===== config.mk =====
export PLATFORM = sky130hd
export DESIGN_NAME = i8bit_div
export DESIGN_NICKNAME = d
export VERILOG_FILES = /design/src/rtl/i8bit_div_pkg.sv /design/src/rtl/i8bit_div_step.sv /design/src/rtl/i8bit_div.sv
export SDC_FILE = /design/constraint.sdc
export NUM_CORES = 1
export LEC_CHECK = 0
export BUFFER_PORTS_ARGS = -buffer_cell sky130_fd_sc_hd__buf_4
export CAP_MARGIN = 10
export CORE_MARGIN = 3
export CORE_UTILIZATION = 25
export DETAILED_ROUTE_END_ITERATION = 12
export GPL_ROUTABILITY_DRIVEN = 0
export PLACE_DENSITY = 0.46
export SETUP_SLACK_MARGIN = 0.3
export SLEW_MARGIN = 20
export SYNTH_ARGS = -nofsm -noshare
export SYNTH_HDL_FRONTEND = slang
export SYNTH_SLANG_ARGS = --single-unit

===== constraint.sdc =====
create_clock -name clk -period 3.1 [get_ports clk]
set_input_delay 0.62 -clock clk [delete_from_list [all_inputs] [get_ports clk]]
set_output_delay 0.62 -clock clk [all_outputs]
set_load 0.02 [all_outputs]

===== src/rtl/i8bit_div_pkg.sv =====
`default_nettype none
// ============================================================================
// Module   : i8bit_div_pkg
// Purpose  : Shared types and constants for the restoring divider:
//            FSM state encoding and default divisor width.
// Revision : 1.0  initial release
// ============================================================================
package i8bit_div_pkg;

    // Default divisor width; dividend and quotient are twice this width.
    localparam int N_DEFAULT = 8;

    // Divider control states.
    typedef enum logic [1:0] {
        ST_IDLE = 2'd0,
        ST_RUN  = 2'd1,
        ST_DONE = 2'd2
    } div_state_t;

endpackage
`default_nettype wire


===== src/rtl/i8bit_div_step.sv =====
`default_nettype none
// ============================================================================
// Module   : i8bit_div_step
// Purpose  : One combinational restoring-division stage. Shifts the next
//            dividend bit into the partial remainder, compares against the
//            divisor and subtracts when the shifted value is not smaller.
// Revision : 1.0  initial release
// ============================================================================
module i8bit_div_step
    import i8bit_div_pkg::*;
#(
    parameter int N = N_DEFAULT
) (
    input  logic [N:0]   prem_in,
    input  logic         dvd_bit,
    input  logic [N-1:0] divisor,
    output logic [N:0]   prem_out,
    output logic         q_bit
);

    // Full-width shift so the compare sees every partial-remainder bit.
    logic [N+1:0] w_shift;
    logic         w_ge;

    assign w_shift = {prem_in, dvd_bit};
    assign w_ge    = (w_shift >= {2'b00, divisor});

    // Restore by not subtracting when the divisor does not fit.
    assign prem_out = w_ge ? (w_shift[N:0] - {1'b0, divisor}) : w_shift[N:0];
    assign q_bit    = w_ge;

endmodule
`default_nettype wire


===== src/rtl/i8bit_div.sv =====
`default_nettype none
// ============================================================================
// Module   : i8bit_div
// Purpose  : Sequential restoring divider, 2N-bit dividend by N-bit divisor,
//            one quotient bit per clock. Results are registered and held
//            from the done pulse until the next accepted start.
// Options  : I8BIT_DIV_DBZ_EN - zero divisor is detected at start and the
//            iterations are skipped (done two edges after acceptance).
// Revision : 1.0  initial release
// ============================================================================
module i8bit_div
    import i8bit_div_pkg::*;
#(
    parameter int N = N_DEFAULT
) (
    input  logic           clk,
    input  logic           rst,
    input  logic           start,
    input  logic [2*N-1:0] dividend,
    input  logic [N-1:0]   divisor,
    output logic           busy,
    output logic           done,
    output logic [2*N-1:0] quotient,
    output logic [N-1:0]   remainder,
    output logic           dbz
);

    localparam int            CNT_W  = $clog2(2 * N);
    localparam logic [CNT_W-1:0] C_LAST = CNT_W'(2 * N - 1);

    div_state_t       r_state;
    logic [CNT_W-1:0] r_cnt;
    logic [2*N-1:0]   r_dvd;
    logic [N-1:0]     r_dvs;
    logic [N:0]       r_prem;
    logic [2*N-1:0]   r_quo;
    logic [2*N-1:0]   r_quotient;
    logic [N-1:0]     r_remainder;
    logic             r_dbz;
`ifdef I8BIT_DIV_DBZ_EN
    logic             r_skip;
`endif

    logic [N:0]       w_prem_next;
    logic             w_q_bit;
    logic [2*N-1:0]   w_quo_next;

    i8bit_div_step #(.N(N)) u_step (
        .prem_in  (r_prem),
        .dvd_bit  (r_dvd[2*N-1]),
        .divisor  (r_dvs),
        .prem_out (w_prem_next),
        .q_bit    (w_q_bit)
    );

    assign w_quo_next = {r_quo[2*N-2:0], w_q_bit};

    // Control FSM plus datapath; public results load only when finishing.
    always_ff @(posedge clk) begin
        if (rst) begin
            r_state     <= ST_IDLE;
            r_cnt       <= '0;
            r_dvd       <= '0;
            r_dvs       <= '0;
            r_prem      <= '0;
            r_quo       <= '0;
            r_quotient  <= '0;
            r_remainder <= '0;
            r_dbz       <= 1'b0;
`ifdef I8BIT_DIV_DBZ_EN
            r_skip      <= 1'b0;
`endif
        end else begin
            case (r_state)
                ST_IDLE: begin
                    if (start) begin
                        r_dvd   <= dividend;
                        r_dvs   <= divisor;
                        r_prem  <= '0;
                        r_cnt   <= '0;
                        r_quo   <= '0;
                        r_state <= ST_RUN;
`ifdef I8BIT_DIV_DBZ_EN
                        r_skip  <= (divisor == '0);
`endif
                    end
                end
                ST_RUN: begin
`ifdef I8BIT_DIV_DBZ_EN
                    if (r_skip) begin
                        // Zero divisor short-cut: publish the fixed result.
                        r_quotient  <= '1;
                        r_remainder <= r_dvd[N-1:0];
                        r_dbz       <= 1'b1;
                        r_skip      <= 1'b0;
                        r_state     <= ST_DONE;
                    end else
`endif
                    begin
                        r_dvd  <= r_dvd << 1;
                        r_prem <= w_prem_next;
                        r_quo  <= w_quo_next;
                        r_cnt  <= r_cnt + 1'b1;
                        if (r_cnt == C_LAST) begin
                            r_quotient  <= w_quo_next;
                            r_remainder <= w_prem_next[N-1:0];
                            r_dbz       <= (r_dvs == '0);
                            r_state     <= ST_DONE;
                        end
                    end
                end
                ST_DONE: begin
                    r_state <= ST_IDLE;
                end
                default: begin
                    r_state <= ST_IDLE;
                end
            endcase
        end
    end

    assign busy      = (r_state != ST_IDLE);
    assign done      = (r_state == ST_DONE);
    assign quotient  = r_quotient;
    assign remainder = r_remainder;
    assign dbz       = r_dbz;

endmodule
`default_nettype wire

Word-level counts from Yosys, hierarchy flattened
Index checks and enable logic that the tools add are counted.
- memories kept: 0
- logic and storage cells: 37
- register bits: 79
- output and inout bits: 27
- memory bits (writable): 0
- bits of input ports: 27
- bits in read-only memories: 0
- bits in latches: 0
- div/mod/pow operators: 0
- shift operators: 0
- add/subtract/negate cells: 2
- multipliers: 0
- reduce and logical (&&, ||, !) cells: 8
- order comparisons: 1
- bitwise operators: 0
- mux-type cells: 12
- equality and inequality tests: 5
- operator list (operator ; count):
    16-bit one-hot mux with 2 select lines ; 1
    15-bit one-hot mux with 2 select lines ; 1
    9-bit two-way mux ; 2
    9-bit one-hot mux with 2 select lines ; 1
    16-bit two-way mux ; 1
    15-bit two-way mux ; 1
    10-bit by 8-bit >= comparator with 1-bit output ; 1
    9-bit by 8-bit subtractor with 9-bit output ; 1
    8-bit logical NOT ; 1
    4-bit one-hot mux with 2 select lines ; 1
    2-bit AND reduction ; 4
    4-bit by 1-bit adder with 4-bit output (second input constant) ; 1
    4-bit equality test (second input constant) ; 1
    2-bit two-way mux ; 2
    4-bit two-way mux ; 1
    2-bit inequality test (second input constant) ; 2
    2-bit one-hot mux with 2 select lines ; 1
    2-bit nonzero test ; 2
    2-bit by 1-bit equality test with 1-bit output (second input constant) ; 1
    2-bit equality test (second input constant) ; 1
    2-bit logical NOT ; 1

Longest topological paths before layout
Gate-level depths: netlist of run 1.
- depth in word-level cells: 3
- depth in mapped cells: 10
- mapped depth without buffers: 9

Hierarchy
Synthesis of run 1 repeated with hierarchy kept, for this count alone.
- cell total of the unflattened synthesis: 402
- area, all modules: 3683.5 µm²
- modules (own cells, without submodules) (module ; times used ; seq. area each (µm²) ; cells each ; area each (µm²)):
    i8bit_div ; 1 ; 1581.5 ; 327 ; 3160.5
    i8bit_div_step ; 1 ; 0.0 ; 75 ; 523.0

Least setup slack after synthesis of run 1
OpenSTA, ideal clock, no wires.
- path type: register -> register
- from: register r_dvd[15]
- to: register r_prem[5]
- arrival: 2.206 ns
- stages on the path, launching flop included: 11
- data required time: 2.968 ns
- period minus slack after synthesis: 2.337 ns
- setup time: 0.132 ns
- slack: 0.763 ns
- cells stage by stage: dfxtp_1 inv_1 ha_1 inv_1 fa_1 a21oi_4 o211ai_4 a2111o_1 buf_6 a221oi_2 nor3_1
- cells in the longest elaborated chain, start to end: 3
- RTL lines (item ; line ; RTL):
    start: declaration ; i8bit_div.sv:33 ; logic [2*N-1:0] r_dvd;
    start signal: assignment ; i8bit_div.sv:77 ; r_dvd <= dividend;
    start signal: assignment ; i8bit_div.sv:100 ; r_dvd <= r_dvd << 1;
    9-bit by 8-bit subtractor with 9-bit output / 10-bit by 8-bit >= comparator with 1-bit output (equally long branches) ; i8bit_div_step.sv:29, i8bit_div_step.sv:26 ;
    9-bit two-way mux * ; i8bit_div_step.sv:29 ; assign prem_out = w_ge ? (w_shift[N:0] - {1'b0, divisor}) : w_shift[N:0];
    9-bit one-hot mux with 2 select lines * ; i8bit_div.sv:74 ; case (r_state)
    end signal: assignment ; i8bit_div.sv:101 ; r_prem <= w_prem_next;
    end: declaration ; i8bit_div.sv:35 ; logic [N:0] r_prem;
Mark *: on every way between the ends. The rest lies on a longest branch, timed or not.
A chain may end at the register's enable or synchronous reset.

Worst setup path in the final report of run 1
- from: register r_dvd[15]
- to: register r_remainder[1], in the netlist remainder[1]
- cells in the longest elaborated chain, start to end: 2
- RTL lines (item ; line ; RTL):
    9-bit by 8-bit subtractor with 9-bit output / 10-bit by 8-bit >= comparator with 1-bit output (equally long branches) ; i8bit_div_step.sv:29, i8bit_div_step.sv:26 ;
    9-bit two-way mux * ; i8bit_div_step.sv:29 ;
    end signal: assignment ; i8bit_div.sv:106 ; r_remainder <= w_prem_next[N-1:0];
    end: declaration ; i8bit_div.sv:38 ; logic [N-1:0] r_remainder;
Marked as above.

==> impl_metrics.tcl, run 1 <==
set metrics [dict create \
    status "finished clean" \
    holdBufCountCts 0 \
    worst-endpoint-required_ns 3.35 \
    dr.first_iter.drc_count 229 \
    clock-sinks 79 \
    cts_buffers 9 \
    postCtsSetupBuffers 0 \
    post-route-period-util 0.847 \
    min_period_ns 2.63 \
    dp_hpwl_um 6500 \
    worst_ep_arrival_time_ns 2.88 \
    yosysTopAreaCellShare 0.451 \
    ys_seq_area_frac 0.451 \
    vias 3108 \
    worst_clock_skew_ns 0.00682 \
    row_count 42 \
    min_path_type "register to register" \
    synth_nets 462 \
    netlist_instances 425 \
    final_common_cell "dfxtp_1" \
    worstSetupPathType "register to register" \
    r2r-end "remainder[1]" \
    grt_pass1_wl_um 15300 \
    nNetsFinal 505 \
    final_util 0.322 \
    wl_per_cell_um 14.2 \
    maxSlewViolCount 0 \
    port_buffers 53 \
    max-clock-path-buffers 2 \
    synth.largest_area_cell "dfxtp_1" \
    clkLatencyLatePin_ns 0.34 \
    yosysUniqueCellTypes 55 \
    core-area_um2 13500 \
    first_global_vias 3007 \
    p_leak_uw 0.00174 \
    die_w_um 124 \
    insertedDiodeCount 0 \
    placed_area_um2 4050 \
    drtPass1Iterations 5 \
    yosys-top-cells-area "dfxtp_1 45%, nor2_1 8.1%, nand2_1 6.5%" \
    area_growth_pct 23.9 \
    cts-root-buf "clkbuf_16" \
    yosysWarnings 0 \
    async_flop_share 0 \
    htreeDepth 3 \
    hold_viol_final 0 \
    p_per_area_nw_per_um2 640 \
    tns_ns 0 \
    vdd_drop_max_v 0.000277 \
    worst_pin_slew_ns 0.926 \
    drt.antenna.violating_nets 0 \
    r2r_setup_slack_ns 0.47 \
    cts.repair.resized 0 \
    end_kind "register" \
    fillers 1422 \
    maxSlewHeadroom 0.383 \
    rr_startpoint "r_dvd[15]" \
    final_cell_mix "79 x dfxtp_1, 76 x nor2_1, 61 x nand2_1" \
    crit_path_max_fanout 12 \
    clk_pin_slew_ns 0.06 \
    reg2reg_depth 9 \
    finalSetupViolCount 0 \
    rsz0062_at_grt "false" \
    grtUsageTotal 0.121 \
    hp-start "quotient[9]" \
    ios 54 \
    grt-ovfl-total 0 \
    final_layout_size_suffix_gt1_frac 0.180 \
    cp-start-kind "register" \
    drcViolationCount 0 \
    maxCapViolations 0 \
    antenna_found_initial 0 \
    via_per_inst 4.79 \
    cts_tree "built" \
    start_util 0.260 \
    holdPathEnd "quotient[9]" \
    synth_ff_type "dfxtp_1" \
    die_h_um 124 \
    synth_edf_count 0 \
    synthesis.area_um2 3510 \
    synth_area_per_cell_um2 8.25 \
    totalWireLength_um 9190 \
    design_area_um2 4350 \
    grt_start_max_net_pins 38 \
    fmax_mhz 381 \
    ys_ff_latch 79 \
    finalPower_uw 2780 \
    hold_depth 2 \
    die_area_um2 15500 \
]
==> through the flow <==
stage | worst slack (ns) | std cells | hold slack, ns
after global placement | 0.542 | 633 | 0.449
final | 0.475 | 649 | 0.455
after CTS | 0.488 | 649 | 0.460
after floorplan | 0.763 | 425 | 0.432
after detailed placement | 0.504 | 633 | 0.451
after global routing | 0.323 | 649 | 0.474
==> area by class of cell <==
class	instances	area [µm²]	share of cell area
inverter	14	52.6	0.0121
clock buffer	11	243	0.0559
timing repair buffer	59	443	0.102
clock inverter	5	57.6	0.0132
multi-input combinational	305	1750	0.402
tap	176	220	0.0507
sequential	79	1580	0.364
==> power by group <==
part / leakage, µW / internal (µW) / switching, µW
Combinational: 0.000943 / 254 / 358
Clock: 0.000149 / 646 / 417
Sequential: 0.000643 / 1060 / 44.6
==> flip-flops by register name, indices dropped and copies added, names as in the netlist <==
signal,flops
quotient,16
r_dvd,16
r_quo,15
r_prem,9
r_dvs,8
remainder,8
r_cnt,4
r_state,2
dbz,1
==> routing by layer <==
layer  share of wire  GRT usage  routed length (µm)
met1            0.49      0.160                4470
met5               0          0                   0
met2            0.45      0.187                4180
met3           0.045     0.0455                 417
met4           0.013     0.0329                 119
==> synthesized netlist by cell type, types with 2 or more instances <==
cell type / instances
a2111oi_0: 2
a211oi_1: 7
a21o_1: 2
a21oi_1: 36
a22oi_1: 17
and3_1: 2
buf_1: 3
buf_2: 5
buf_6: 2
clkbuf_1: 16
dfxtp_1: 79
ha_1: 9
inv_1: 14
mux2i_1: 5
nand2_1: 61
nand3_1: 4
nand3b_1: 3
nand4_1: 3
nor2_1: 76
nor2b_1: 6
nor3_1: 2
nor3b_1: 2
nor4_1: 17
o21a_1: 3
o21ai_0: 14
o21ai_1: 2
o311ai_0: 2
or2_2: 2
xnor2_1: 2
xor2_1: 2
==> worst max-delay path, cell delays in order, from the launching register on <==
cell and delay, ns:
dfxtp_1 0.31, inv_1 0.09, ha_1 0.17, inv_1 0.06, fa_1 0.44, a21oi_4 0.22, o211ai_4 0.11, a2111o_1 0.67
mux2i_1 0.22, a211oi_1 0.25
==> logic make-up (layout without fill, tap and decap cells) <==
logic type | count (synthesis) | after routing | synth area share
AO/OA/AOI/OAI | 102 | 102 | 0.204
XOR/XNOR | 4 | 4 | 0.00999
adder cells (fa/ha/maj) | 10 | 10 | 0.0378
buffers and inverters | 41 | 89 | 0.0510
flip-flops | 79 | 79 | 0.451
multiplexers | 5 | 5 | 0.0143
AND/OR/NAND/NOR | 184 | 184 | 0.232
==> how the worst max path moves through the flow <==
stage / startpoint / endpoint / cells past startpoint
floorplan: r_dvd[15] / r_prem[5] / 10
global placement: r_dvd[15] / remainder[1] / 9
detailed placement: r_dvd[15] / remainder[1] / 9
CTS: r_dvd[15] / remainder[1] / 9
global route: r_dvd[15] / remainder[1] / 9
finish: r_dvd[15] / remainder[1] / 9
Note: power is estimated with default switching activity, not from simulation.
==> inputs of run 2 (changes only) <==
--- a/config.mk
+++ b/config.mk
@@ -5,13 +5,14 @@
 export SDC_FILE = /design/constraint.sdc
 export NUM_CORES = 1
 export LEC_CHECK = 0
+export ABC_AREA = 1
 export BUFFER_PORTS_ARGS = -buffer_cell sky130_fd_sc_hd__buf_4
 export CAP_MARGIN = 10
 export CORE_MARGIN = 3
 export CORE_UTILIZATION = 25
 export DETAILED_ROUTE_END_ITERATION = 12
 export GPL_ROUTABILITY_DRIVEN = 0
-export PLACE_DENSITY = 0.46
+export PLACE_DENSITY = 0.47
 export SETUP_SLACK_MARGIN = 0.3
 export SLEW_MARGIN = 20
 export SYNTH_ARGS = -nofsm -noshare
==> constraint.sdc (replaced) <==
create_clock -name clk -period 2.3 [get_ports clk]
set_input_delay 0.46 -clock clk [delete_from_list [all_inputs] [get_ports clk]]
set_output_delay 0.46 -clock clk [all_outputs]
set_load 0.02 [all_outputs]
==> impl_metrics.tcl, run 2 <==
set metrics [dict create \
    cts_tree "built" \
    holdPathEnd "r_dvs[0]" \
    dp_hpwl_um 6280 \
    core-area_um2 13900 \
    switching_power_uw 1500 \
    clock-sinks 79 \
    first_global_vias 3047 \
    worst-endpoint-required_ns 2.52 \
    antenna_found_initial 0 \
    synth_area_per_cell_um2 7.61 \
    hp-start "divisor[0]" \
    fillers 1458 \
    start_util 0.256 \
    async_flop_share 0 \
    yosys.area_share.simple 0.260 \
    crit_path_max_fanout 8 \
    maxSlewViolCount 0 \
    hold_depth 3 \
    swShare 0.336 \
    synth_top_family_by_area "simple AND/OR/NAND/NOR gates" \
    ys_seq_area_frac 0.443 \
    tns_ns 0 \
    synth_compound_area_frac 0.152 \
    port_buffers 53 \
    seqPwrFrac 0.342 \
    cp-start-kind "register" \
    r2r-end "r_prem[0]" \
    totalWireLength_um 8970 \
    muxShareOfSynthArea 0 \
    synthesis.area_um2 3570 \
    rr_startpoint "r_dvd[15]" \
    via_per_inst 4.45 \
    ios 54 \
    worst_pin_slew_ns 0.491 \
    final_common_cell "nand2_1" \
    die_w_um 125 \
    drcViolationCount 0 \
    cts-root-buf "clkbuf_16" \
    comb_power_share 0.326 \
    power_frac_clock 0.332 \
    worst_clock_skew_ns 0.00597 \
    synthAdderAreaFrac 0.0372 \
    grt-ovfl-total 0 \
    htreeDepth 3 \
    placed_area_um2 4100 \
    vdd_drop_max_v 0.000399 \
    yosys-top-cells-area "dfxtp_1 44%, nand2_1 14%, a21oi_1 6.9%" \
    yosysWarnings 0 \
    worst_ep_arrival_time_ns 2.13 \
    netlist_instances 469 \
    clkLatencyLatePin_ns 0.34 \
    max-clock-path-buffers 2 \
    die_h_um 125 \
    grt_start_max_net_pins 45 \
    synth-xor-area-share 0.00982 \
    yosysMostFrequentCell "nand2_1" \
    final_cell_mix "122 x nand2_1, 77 x dfxtp_1, 68 x buf_4" \
    finalSetupViolCount 0 \
    end_kind "register" \
    insertedDiodeCount 0 \
    clk_pin_slew_ns 0.06 \
    synthTopCellsByCount "130 x nand2_1, 79 x dfxtp_1, 50 x inv_1, 49 x a21oi_1, 30 x nand3_1" \
    worstSetupPathType "register to register" \
    die_area_um2 15700 \
    crit_start "r_dvd[15]" \
    final_layout_size_suffix_gt1_frac 0.251 \
    design_area_um2 4540 \
    grtUsageTotal 0.117 \
    min_path_type "input pin to register" \
    p_per_area_nw_per_um2 982 \
    hold_viol_final 0 \
    dr.first_iter.drc_count 142 \
    post-route-period-util 0.831 \
    yosysTopAreaCellShare 0.443 \
    reg2reg_depth 12 \
    synth_nets 506 \
    wl_per_cell_um 12.7 \
    maxSlewHeadroom 0.672 \
    p_leak_uw 0.00198 \
    grt_pass1_wl_um 14900 \
    r2r_setup_slack_ns 0.39 \
    rsz0062_at_grt "true" \
    min_period_ns 1.91 \
    row_count 43 \
    drt.antenna.violating_nets 0 \
    maxCapViolations 0 \
    synth_ff_type "dfxtp_1" \
    cts_buffers 9 \
    status "finished clean" \
    fmax_mhz 523 \
    cell_internal_pwr_uw 2960 \
    ys_ff_latch 79 \
    vias 3157 \
    holdBufCountCts 0 \
    area_growth_pct 27.3 \
    yosysUniqueCellTypes 36 \
    drtPass1Iterations 5 \
    nNetsFinal 561 \
    synth.largest_area_cell "dfxtp_1" \
    synth_edf_count 0 \
]
-- run 2: changes by cell type in the layout (fill, tap and decap cells not counted), sizes merged, moves of 15 or more --
cell   previous run  this run
nor2             76        24
inv              14        55
a21oi            37        54
nand3             4        33
nand2            61       143
nor4             17         2
a22oi            17         0
-- run 2: critical path, stage by stage (launching register included) --
cell	delay, ns
dfxtp_2	0.32
inv_2	0.07
ha_4	0.13
inv_4	0.03
fa_2	0.38
nand2_2	0.09
nand2_4	0.06
nand3_4	0.10
nand2_4	0.06
nor2_4	0.26
nand2_1	0.12
nand3_1	0.11
a21oi_1	0.06
-- run 2: how the worst max path moves through the flow --
stage	to	slack, ns	cells past startpoint
detailed placement	remainder[5]	0.29	12
global placement	remainder[5]	0.33	12
CTS	r_prem[5]	0.35	13
global route	r_prem[6]	0.25	13
finish	r_prem[0]	0.39	12
floorplan	remainder[5]	0.53	13
-- run 2: repair_timing --
action / in CTS / in global routing
pin swaps: 0 / 12
buffers inserted: 0 / 9
setup endpoints to repair: 3 / 16
resized for setup: 1 / 19
-- run 2: cell families (layout without fill, tap and decap cells) --
group                    after synthesis  after routing
buffers and inverters                 80            140
flip-flops                            79             79
AND/OR/NAND/NOR                      206            206
AO/OA/AOI/OAI                         90             90
XOR/XNOR                               4              4
adder cells (fa/ha/maj)               10             10
-- run 2: power by group through the flow --
stage                     clock network, µW  registers, µW  logic, µW
after floorplan                           0           1530       1050
after global placement                    0           1550       1230
after detailed placement                  0           1550       1250
after CTS                              1530           1520       1280
after global routing                   1580           1530       1640
final                                  1480           1520       1450
-- run 2: per-stage QoR --
step                worst slack, ns  cells   util  power, µW  hold WS, ns
floorplan                     0.530    469      -       2580        0.425
global placement              0.332    684  0.294       2780        0.433
detailed placement            0.289    684  0.294       2800        0.440
CTS                           0.353    700  0.317       4320        0.371
global route                  0.250    709  0.326       4760        0.381
finish                        0.389    709  0.326       4460        0.370
-- run 2: per-layer routing --
metal  GRT usage  routed length, µm
met4      0.0548                165
met3      0.0308                361
met1       0.148               4230
met5           0                  0
met2       0.185               4210
-- run 2: final cells by class --
type / count / area (µm²) / area share
clock buffer: 13 / 270 / 0.0595
clock inverter: 3 / 40.0 / 0.00882
inverter: 56 / 213 / 0.0468
multi-input combinational: 310 / 1700 / 0.374
sequential: 79 / 1580 / 0.349
tap: 180 / 225 / 0.0496
timing repair buffer: 68 / 510 / 0.112
